## src/rtl/alu_share_pkg.sv

```systemverilog
// Shared types and constants for the two-port ALU sharing controller.
// Optional ALU_SHARE_LOCK_EN adds a per-request Lock that holds ownership across ops.
package alu_share_pkg;

  localparam int DW = 16;
  localparam int FW = 4;

  localparam int FLAG_Z = 3;
  localparam int FLAG_C = 2;
  localparam int FLAG_N = 1;
  localparam int FLAG_O = 0;

  localparam logic [4:0] ADD16 = 5'b10100;
  localparam logic [4:0] ADC16 = 5'b10101;
  localparam logic [4:0] SUB16 = 5'b10110;

  typedef enum logic [1:0] {
    IDLE    = 2'd0,
    ISSUE   = 2'd1,
    SETTLE  = 2'd2,
    RESPOND = 2'd3
  } state_e;

endpackage

```

## src/rtl/alu_share_ctrl_if.sv

```systemverilog
// Request/response channel of one ALU requester; master is the requester, slave the controller.
// Req_Lock exists only when ALU_SHARE_LOCK_EN is defined.
interface alu_share_ctrl_if;
  import alu_share_pkg::*;

  logic          Req_Valid;
  logic          Req_Ready;
  logic [4:0]    Req_FunSel;
  logic [DW-1:0] Req_A;
  logic [DW-1:0] Req_B;
  logic          Req_WF;
`ifdef ALU_SHARE_LOCK_EN
  logic          Req_Lock;
`endif
  logic          Rsp_Valid;
  logic          Rsp_Ready;
  logic [DW-1:0] Rsp_Result;
  logic [FW-1:0] Rsp_Flags;

  modport master (
`ifdef ALU_SHARE_LOCK_EN
    output Req_Lock,
`endif
    output Req_Valid, Req_FunSel, Req_A, Req_B, Req_WF, Rsp_Ready,
    input  Req_Ready, Rsp_Valid, Rsp_Result, Rsp_Flags
  );

  modport slave (
`ifdef ALU_SHARE_LOCK_EN
    input  Req_Lock,
`endif
    input  Req_Valid, Req_FunSel, Req_A, Req_B, Req_WF, Rsp_Ready,
    output Req_Ready, Rsp_Valid, Rsp_Result, Rsp_Flags
  );

endinterface

```

## src/rtl/alu_share_ctrl_rr_arb2.sv

```systemverilog
// Two-input round-robin arbiter; the pointer flips to the other side when an op completes.
// With ALU_SHARE_LOCK_EN a locked completion keeps the grant with the same owner.
module rr_arb2 (
  input  logic       Clock,
  input  logic       Reset,
  input  logic [1:0] req,
  input  logic       enable,
  input  logic       done,
  input  logic       owner,
`ifdef ALU_SHARE_LOCK_EN
  input  logic       lock,
`endif
  output logic [1:0] grant
);

  logic ptr_q;
  logic locked_q;

`ifdef ALU_SHARE_LOCK_EN
  always_ff @(posedge Clock or negedge Reset) begin
    if (!Reset) begin
      ptr_q    <= 1'b0;
      locked_q <= 1'b0;
    end else if (done) begin
      locked_q <= lock;
      if (!lock) ptr_q <= ~owner;
    end
  end
`else
  always_ff @(posedge Clock or negedge Reset) begin
    if (!Reset)    ptr_q <= 1'b0;
    else if (done) ptr_q <= ~owner;
  end
  assign locked_q = 1'b0;
`endif

  // While locked only the previous owner may be granted, regardless of the pointer.
  always_comb begin
    grant = 2'b00;
    if (enable) begin
      if (locked_q)          grant[owner]  = req[owner];
      else if (req[ptr_q])   grant[ptr_q]  = 1'b1;
      else if (req[~ptr_q])  grant[~ptr_q] = 1'b1;
    end
  end

endmodule

```

## src/rtl/alu_share_ctrl.sv

```systemverilog
// Shares one 16-bit ALU between two requesters: IDLE -> ISSUE -> SETTLE -> RESPOND.
// Define ALU_SHARE_LOCK_EN to add Req_Lock ownership chaining (e.g. ADD -> ADC).
module alu_share_ctrl
  import alu_share_pkg::*;
(
  input  logic            Clock,
  input  logic            Reset,
  alu_share_ctrl_if.slave ch0,
  alu_share_ctrl_if.slave ch1,
  output logic [DW-1:0]   ALU_A,
  output logic [DW-1:0]   ALU_B,
  output logic [4:0]      ALU_FunSel,
  output logic            ALU_WF,
  input  logic [DW-1:0]   ALU_Out,
  input  logic [FW-1:0]   ALU_Flags,
  output logic            Busy
);

  state_e        state_q, state_d;
  logic          owner_q;
  logic [1:0]    req_vld;
  logic [1:0]    grant;
  logic          accept;
  logic          sel;
  logic          rsp_done;
  logic [4:0]    fs_p0;
  logic [DW-1:0] a_p0;
  logic [DW-1:0] b_p0;
  logic          wf_p0;
  logic [DW-1:0] result_p1;
  logic [FW-1:0] flags_p2;

  assign req_vld  = {ch1.Req_Valid, ch0.Req_Valid};
  assign accept   = |grant;
  assign sel      = grant[1];
  assign rsp_done = (state_q == RESPOND) && (owner_q ? ch1.Rsp_Ready : ch0.Rsp_Ready);

`ifdef ALU_SHARE_LOCK_EN
  logic lock_p0;

  always_ff @(posedge Clock or negedge Reset) begin
    if (!Reset)      lock_p0 <= 1'b0;
    else if (accept) lock_p0 <= sel ? ch1.Req_Lock : ch0.Req_Lock;
  end
`endif

  rr_arb2 u_arb (
    .Clock  (Clock),
    .Reset  (Reset),
    .req    (req_vld),
    .enable (state_q == IDLE),
    .done   (rsp_done),
    .owner  (owner_q),
`ifdef ALU_SHARE_LOCK_EN
    .lock   (lock_p0),
`endif
    .grant  (grant)
  );

  always_ff @(posedge Clock or negedge Reset) begin
    if (!Reset) state_q <= IDLE;
    else        state_q <= state_d;
  end

  always_comb begin
    state_d = state_q;
    case (state_q)
      IDLE:    if (accept) state_d = ISSUE;
      ISSUE:   state_d = SETTLE;
      SETTLE:  state_d = RESPOND;
      RESPOND: if (rsp_done) state_d = IDLE;
      default: state_d = IDLE;
    endcase
  end

  always_ff @(posedge Clock or negedge Reset) begin
    if (!Reset) begin
      owner_q   <= 1'b0;
      fs_p0     <= '0;
      a_p0      <= '0;
      b_p0      <= '0;
      wf_p0     <= 1'b0;
      result_p1 <= '0;
      flags_p2  <= '0;
    end else begin
      // p0: operands latched at accept, held on the ALU until the next accept
      if (accept) begin
        owner_q <= sel;
        fs_p0   <= sel ? ch1.Req_FunSel : ch0.Req_FunSel;
        a_p0    <= sel ? ch1.Req_A      : ch0.Req_A;
        b_p0    <= sel ? ch1.Req_B      : ch0.Req_B;
        wf_p0   <= sel ? ch1.Req_WF     : ch0.Req_WF;
      end
      // p1: combinational ALU result at the closing edge of ISSUE
      if (state_q == ISSUE) result_p1 <= ALU_Out;
      // p2: ALU flag register has absorbed the ISSUE edge by SETTLE
      if (state_q == SETTLE) flags_p2 <= ALU_Flags;
    end
  end

  always_comb begin
    ALU_A      = a_p0;
    ALU_B      = b_p0;
    ALU_FunSel = fs_p0;
    ALU_WF     = (state_q == ISSUE) && wf_p0;
    Busy       = (state_q != IDLE);
  end

  assign ch0.Req_Ready  = grant[0];
  assign ch1.Req_Ready  = grant[1];
  assign ch0.Rsp_Valid  = (state_q == RESPOND) && !owner_q;
  assign ch1.Rsp_Valid  = (state_q == RESPOND) &&  owner_q;
  assign ch0.Rsp_Result = result_p1;
  assign ch1.Rsp_Result = result_p1;
  assign ch0.Rsp_Flags  = flags_p2;
  assign ch1.Rsp_Flags  = flags_p2;

endmodule

```

## src/flat_wrapper.sv

```systemverilog
// flat-port wrapper written by rule: the top's interface ports become plain ports
module alu_share_ctrl_flat import alu_share_pkg::*;
  (Clock, Reset, ALU_A, ALU_B, ALU_FunSel, ALU_WF, ALU_Out, ALU_Flags, Busy, ch0_Req_Valid, ch0_Req_FunSel, ch0_Req_A, ch0_Req_B, ch0_Req_WF, ch0_Rsp_Ready, ch0_Req_Ready, ch0_Rsp_Valid, ch0_Rsp_Result, ch0_Rsp_Flags, ch1_Req_Valid, ch1_Req_FunSel, ch1_Req_A, ch1_Req_B, ch1_Req_WF, ch1_Rsp_Ready, ch1_Req_Ready, ch1_Rsp_Valid, ch1_Rsp_Result, ch1_Rsp_Flags);
  alu_share_ctrl_if ch0_i ();
  alu_share_ctrl_if ch1_i ();
  input  logic Clock;
  input  logic Reset;
  output logic [DW-1:0] ALU_A;
  output logic [DW-1:0] ALU_B;
  output logic [4:0] ALU_FunSel;
  output logic ALU_WF;
  input  logic [DW-1:0] ALU_Out;
  input  logic [FW-1:0] ALU_Flags;
  output logic Busy;
  input wire logic [$bits(ch0_i.Req_Valid)-1:0] ch0_Req_Valid;
  input wire logic [$bits(ch0_i.Req_FunSel)-1:0] ch0_Req_FunSel;
  input wire logic [$bits(ch0_i.Req_A)-1:0] ch0_Req_A;
  input wire logic [$bits(ch0_i.Req_B)-1:0] ch0_Req_B;
  input wire logic [$bits(ch0_i.Req_WF)-1:0] ch0_Req_WF;
  input wire logic [$bits(ch0_i.Rsp_Ready)-1:0] ch0_Rsp_Ready;
  output wire logic [$bits(ch0_i.Req_Ready)-1:0] ch0_Req_Ready;
  output wire logic [$bits(ch0_i.Rsp_Valid)-1:0] ch0_Rsp_Valid;
  output wire logic [$bits(ch0_i.Rsp_Result)-1:0] ch0_Rsp_Result;
  output wire logic [$bits(ch0_i.Rsp_Flags)-1:0] ch0_Rsp_Flags;
  input wire logic [$bits(ch1_i.Req_Valid)-1:0] ch1_Req_Valid;
  input wire logic [$bits(ch1_i.Req_FunSel)-1:0] ch1_Req_FunSel;
  input wire logic [$bits(ch1_i.Req_A)-1:0] ch1_Req_A;
  input wire logic [$bits(ch1_i.Req_B)-1:0] ch1_Req_B;
  input wire logic [$bits(ch1_i.Req_WF)-1:0] ch1_Req_WF;
  input wire logic [$bits(ch1_i.Rsp_Ready)-1:0] ch1_Rsp_Ready;
  output wire logic [$bits(ch1_i.Req_Ready)-1:0] ch1_Req_Ready;
  output wire logic [$bits(ch1_i.Rsp_Valid)-1:0] ch1_Rsp_Valid;
  output wire logic [$bits(ch1_i.Rsp_Result)-1:0] ch1_Rsp_Result;
  output wire logic [$bits(ch1_i.Rsp_Flags)-1:0] ch1_Rsp_Flags;
  assign ch0_i.Req_Valid = ch0_Req_Valid;
  assign ch0_i.Req_FunSel = ch0_Req_FunSel;
  assign ch0_i.Req_A = ch0_Req_A;
  assign ch0_i.Req_B = ch0_Req_B;
  assign ch0_i.Req_WF = ch0_Req_WF;
  assign ch0_i.Rsp_Ready = ch0_Rsp_Ready;
  assign ch0_Req_Ready = ch0_i.Req_Ready;
  assign ch0_Rsp_Valid = ch0_i.Rsp_Valid;
  assign ch0_Rsp_Result = ch0_i.Rsp_Result;
  assign ch0_Rsp_Flags = ch0_i.Rsp_Flags;
  assign ch1_i.Req_Valid = ch1_Req_Valid;
  assign ch1_i.Req_FunSel = ch1_Req_FunSel;
  assign ch1_i.Req_A = ch1_Req_A;
  assign ch1_i.Req_B = ch1_Req_B;
  assign ch1_i.Req_WF = ch1_Req_WF;
  assign ch1_i.Rsp_Ready = ch1_Rsp_Ready;
  assign ch1_Req_Ready = ch1_i.Req_Ready;
  assign ch1_Rsp_Valid = ch1_i.Rsp_Valid;
  assign ch1_Rsp_Result = ch1_i.Rsp_Result;
  assign ch1_Rsp_Flags = ch1_i.Rsp_Flags;
  alu_share_ctrl u_core (.Clock(Clock), .Reset(Reset), .ch0(ch0_i), .ch1(ch1_i), .ALU_A(ALU_A), .ALU_B(ALU_B), .ALU_FunSel(ALU_FunSel), .ALU_WF(ALU_WF), .ALU_Out(ALU_Out), .ALU_Flags(ALU_Flags), .Busy(Busy));
endmodule
```

## config.mk

```make
export PLATFORM = sky130hd
export DESIGN_NAME = alu_share_ctrl_flat
export DESIGN_NICKNAME = d
export VERILOG_FILES = /design/src/rtl/alu_share_pkg.sv /design/src/rtl/alu_share_ctrl_if.sv /design/src/rtl/alu_share_ctrl_rr_arb2.sv /design/src/rtl/alu_share_ctrl.sv /design/src/flat_wrapper.sv
export SDC_FILE = /design/constraint.sdc
export NUM_CORES = 1
export LEC_CHECK = 0
export BUFFER_PORTS_ARGS = -buffer_cell sky130_fd_sc_hd__buf_2
export CAP_MARGIN = 20
export CORE_UTILIZATION = 40
export CTS_CLUSTER_DIAMETER = 150
export CTS_CLUSTER_SIZE = 30
export DETAILED_ROUTE_END_ITERATION = 12
export PLACE_DENSITY = 0.76
export SLEW_MARGIN = 20
export SYNTH_ARGS = -nofsm -noshare
export SYNTH_HDL_FRONTEND = slang
export SYNTH_HIERARCHICAL = 1
export SYNTH_SLANG_ARGS = --single-unit
```

## constraint.sdc

```tcl
create_clock -name Clock -period 4.55 [get_ports Clock]
set_input_delay 0.455 -clock Clock [delete_from_list [all_inputs] [get_ports Clock]]
set_output_delay 0.455 -clock Clock [all_outputs]
set_load 0.02 [all_outputs]
```

* Word-level counts from Yosys, hierarchy flattened
Cells that the tools add are included.
Word-level totals: register bits after elaboration 62, input port bits 102, output and inout bits 83, logic and storage cells 50
Operators by class: $lt $le $gt $ge 4, equality and inequality tests 5, multiplexer cells 19, bitwise gates (word level) 2, reductions and logical operators 11
Operator list (count):
- $mux 16 | 2
- $mux 2 | 5
- $mux 1 | 8
- $pmux 2 s4 | 1
- $logic_and 1x1->1 | 6
- $mux 5 | 1
- $eq 2x2->1 const B | 2
- $lt 1x2->1 const B | 2
- $ne 2x1->1 const B | 2
- $demux 1 s1 | 2
- $eq 2x1->1 const B | 1
- $ge 1x1->1 const B | 2
- $logic_not 2->1 | 1
- $not 1->1 | 2
- $reduce_and 2->1 | 1
- $reduce_bool 2->1 | 1
- $reduce_or 2->1 | 1
- $logic_not 1->1 | 1

* Logic depth before layout (Yosys ltp)
depth in word-level cells 11, depth in mapped cells 9, gate-level depth less buffers 7

* By module
Netlist, hierarchy kept.
Modules (own cells, without submodules):
- alu_share_ctrl | instances 1, cells an instance 250, area an instance 2907.8 um^2, sequential area each 1526.5 um^2
- rr_arb2 | instances 1, cells an instance 7, area an instance 60.1 um^2, sequential area each 25.0 um^2

* Least setup slack after synthesis
Ideal clock, no wire load.
kind register -> register, start point register u_core.state_q[0], end point register u_core.state_q[1], data arrival time 1859 ps, data required time 4425 ps, slack 2566 ps, cell stages (with the launch flop) 9, path buffers 1, cell sequence dfrtp_1 inv_1 ha_1 nand2_1 a21oi_1 buf_6 nor3b_2 a21oi_2 mux2_4
On the way: longest elaborated chain between the ends 5, elaborated cells between the ends (all ways) 11
Ends and longest elaborated chain:
- start: declaration | line alu_share_ctrl.sv:19 | state_e state_q, state_d;
- start signal: assignment | line alu_share_ctrl.sv:62 | else state_q <= state_d;
- $logic_not 2->1 | line alu_share_ctrl.sv:51 | .enable (state_q == IDLE),
- $mux 2 | line alu_share_ctrl_rr_arb2.sv:40 | if (enable) begin
- named net ch0_Req_Ready | line flat_wrapper.sv:21 | output wire logic [$bits(ch0_i.Req_Ready)-1:0] ch0_Req_Ready;
- $reduce_or 2->1 | line alu_share_ctrl.sv:34 | assign accept = |grant;
- $ne 2x1->1 (no source line)
- $reduce_and 2->1 (no source line)
The timed path passes the listed nets, and every way through them passes these cells. A chain may end at the register's enable or synchronous reset.

* Worst setup path in the final report
start point register u_core.state_q[0], end point output ch1_Req_Ready
On the way: longest elaborated chain between the ends 2
Ends and longest elaborated chain:
- $logic_not 2->1 | line alu_share_ctrl.sv:51
- $mux 2 | line alu_share_ctrl_rr_arb2.sv:40
- end: declaration | line flat_wrapper.sv:31 | output wire logic [$bits(ch1_i.Req_Ready)-1:0] ch1_Req_Ready;
Every way passes these cells.

==> flow_metrics.tcl <==
set metrics [dict create \
    run_status "complete, no violations" \
    wire_per_inst_um 12.3 \
    synthAdderAreaFrac 0.0211 \
    antenna_found_initial 0 \
    nNetsFinal 529 \
    portBuffers 184 \
    netlist_area_um2 2970 \
    synthSimpleGateAreaFrac 0.0653 \
    cts-resized-gates 0 \
    diodes 0 \
    switchingPower_mw 1.29 \
    clk_pin_slew_worst_paths_ns 0.07 \
    post_cts_buffers 0 \
    die_x_um 88.1 \
    critPathMaxFanout 30 \
    instances_no_fill 526 \
    post-route-min-period_ns 2.45 \
    cp.required_ns 4.09 \
    fillCellCount 681 \
    drt_pass1_iterations 6 \
    grt_usage 0.165 \
    coreArea_um2 7210 \
    clk_latency_ns 0.32 \
    cts.sinks 62 \
    finalSetupTns_ns 0 \
    crit_slowest_cell "dfrtp_1" \
    rsz0062_at_grt "no" \
    ys_ff_latch 62 \
    cap_violations 0 \
    p_seq_frac 0.325 \
    path_class "reg -> out" \
    grt_pass1_vias 2153 \
    fmax_mhz 408 \
    intPower_mw 1.77 \
    ys_warn_count 6 \
    pwr-share-clk 0.170 \
    avgSynthCellArea_um2 11.5 \
    fin_skew_ns 0.00432 \
    vias_per_cell 4.52 \
    grt_pass1_wl_um 9710 \
    drive_above_1_share 0.534 \
    end_kind "primary output" \
    fp.dieArea_um2 7770 \
    ys_types 21 \
    critPathLaunchType "register" \
    hold_ws_ns 0.286 \
    gp_congestion 0.695 \
    grt_overflow 0 \
    area_growth_pct 35.9 \
    h-tree-depth 3 \
    detail-route-antenna-nets 0 \
    hp-class "in -> async" \
    dr_total_vias 2380 \
    drtIter0Drc 51 \
    finalHoldViolations 0 \
    drc 0 \
    leakage_nw 2.00 \
    ys_seq_area_frac 0.523 \
    tightest_slew_ns 0.777 \
    final_util 0.559 \
    setup_viol 0 \
    wl_um 6490 \
    max_slew_margin 0.482 \
    synth_top_family_by_area "multiplexers" \
    std_cell_rows 31 \
    vdd.ir_drop.worst_mv 0.330 \
    synth_compound_area_frac 0.0742 \
    path_buf_inv 3 \
    report.final.slew_viol_count 0 \
    cp_top_family "buffers and inverters" \
    critPathArrivalTime_ns 2.00 \
    p_sw_frac 0.421 \
    fin_crit_sh 0.539 \
    synth_mux_area_frac 0.219 \
    die_h_um 88.1 \
    clockBufferDepth 2 \
    synthXorXnorAreaFrac 0 \
    cts_root_buffer "clkbuf_8" \
    p_per_area_nw_per_um2 760 \
    cts_hold_buf 0 \
    placed_cells 509 \
    comb_power_share 0.505 \
    grt_max_degree 63 \
    crit_path_cell_trace "inv_1 -> ha_1 -> nand2_1 -> a21oi_4 -> buf_16 -> buf_2" \
    io_pins 185 \
    cts_made_buffers 9 \
    initial_core_util 0.411 \
    hpwl_um 4780 \
    cts_tree "yes" \
    syn_nets 364 \
    synthCells 257 \
    slowest_delay_ns 0.40 \
]
[power by group through the flow]
stage          clock network (mW)  registers, mW  logic, mW
3_5_place_dp                    0           1.01       1.55
6_report                    0.522          0.996       1.55
2_1_floorplan                   0           1.31      0.860
3_3_place_gp                    0          0.995       1.52
4_1_cts                     0.541           1.00       1.55
5_1_grt                     0.563           1.04       1.68
[placed cells by master (no fill, tap or decap), drive strengths merged]
cell	n
ha	5
clkinv	2
nand2	40
and2b	2
mux2i	41
buf	189
nor2	1
bufinv	2
inv	5
a21o	1
dfrtp	62
nor3b	1
mux2	21
a21oi	3
clkbuf	12
and2	2
o21ai	38
[worst register-to-register path, cell delays in order (launching register included)]
cell,delay (ns)
dfrtp_1,0.40
inv_1,0.14
ha_1,0.21
nand2_1,0.10
a21oi_4,0.40
buf_4,0.52
mux2i_1,0.28
o21ai_0,0.09
[cell usage after synthesis]
master    instances  area share
mux2_4            1      0.0051
a21oi_2           2      0.0059
buf_6             2      0.0076
o21ai_0          29       0.049
buf_4            23       0.058
dfrtp_1          62        0.52
buf_2             4      0.0067
inv_1             5      0.0063
mux2i_1          41        0.14
ha_1              5       0.021
nor3b_2           1      0.0042
buf_12            2       0.013
a21o_1            1      0.0025
o21ai_1           9       0.015
nand2_1          40       0.051
nor2_1            1      0.0013
and2_1            2      0.0042
clkbuf_1          4      0.0051
and2b_1           2      0.0051
a21oi_1           1      0.0017
mux2_2           20       0.076
[registers in the layout (all words and copies together), names as in the netlist]
register,count
u_core/ch0.Rsp_Flags,4
u_core/ch0.Rsp_Result,16
u_core/state_q,2
u_core/owner_q,1
u_core/ALU_FunSel,5
u_core/u_arb/ptr_q,1
u_core/wf_p0,1
u_core/ALU_A,16
u_core/ALU_B,16
[cell type report]
cell class | count | area (µm²) | share of cell area
flip-flops and latches | 62 | 1550 | 0.385
multi-input cells | 155 | 1150 | 0.284
inverters | 5 | 18.8 | 0.00465
repair buffers | 189 | 978 | 0.243
clock buffers | 12 | 145 | 0.0360
clock inverters | 4 | 70.1 | 0.0174
well taps | 99 | 124 | 0.0307
[layer usage]
metal,vias up,global-route usage,part of all wire,wire length (µm)
li1,1182,-,-,-
met1,1093,0.188,0.40,2630
met2,97,0.294,0.51,3300
met3,8,0.0443,0.072,469
met4,0,0.0660,0.015,95
met5,-,0,0,0
[final timing paths]
path	slack (ns)	cells after the start	from	endpoint
max	2.10	6	u_core/state_q[0]	ch1_Req_Ready
min	0.29	2	Reset	u_core/ALU_A[3]
max reg2reg	2.26	7	u_core/state_q[0]	u_core/ALU_A[12]
min reg2reg	0.52	1	u_core/ch0.Rsp_Flags[3]	u_core/ch0.Rsp_Flags[3]
max in group asynchronous	3.75	2	Reset	u_core/ALU_FunSel[1]
min in group Clock	0.33	3	ch1_Req_A[3]	u_core/ALU_A[3]
[per-stage QoR]
step | cell area (µm²) | setup slack (ns) | total power, mW
floorplan | 2970 | 2.57 | 2.17
global placement | 3790 | 2.22 | 2.51
detailed placement | 3790 | 2.14 | 2.56
CTS | 4010 | 1.79 | 3.09
global route | 4030 | 1.87 | 3.28
finish | 4030 | 2.10 | 3.06
[cells by family after synthesis]
logic type | after synthesis
buffers and inverters | 40
adder cells (fa/ha/maj) | 5
AND/OR/NAND/NOR | 46
AO/OA/AOI/OAI | 42
flip-flops | 62
multiplexers | 62
Note: power is estimated with default switching activity, not from simulation.
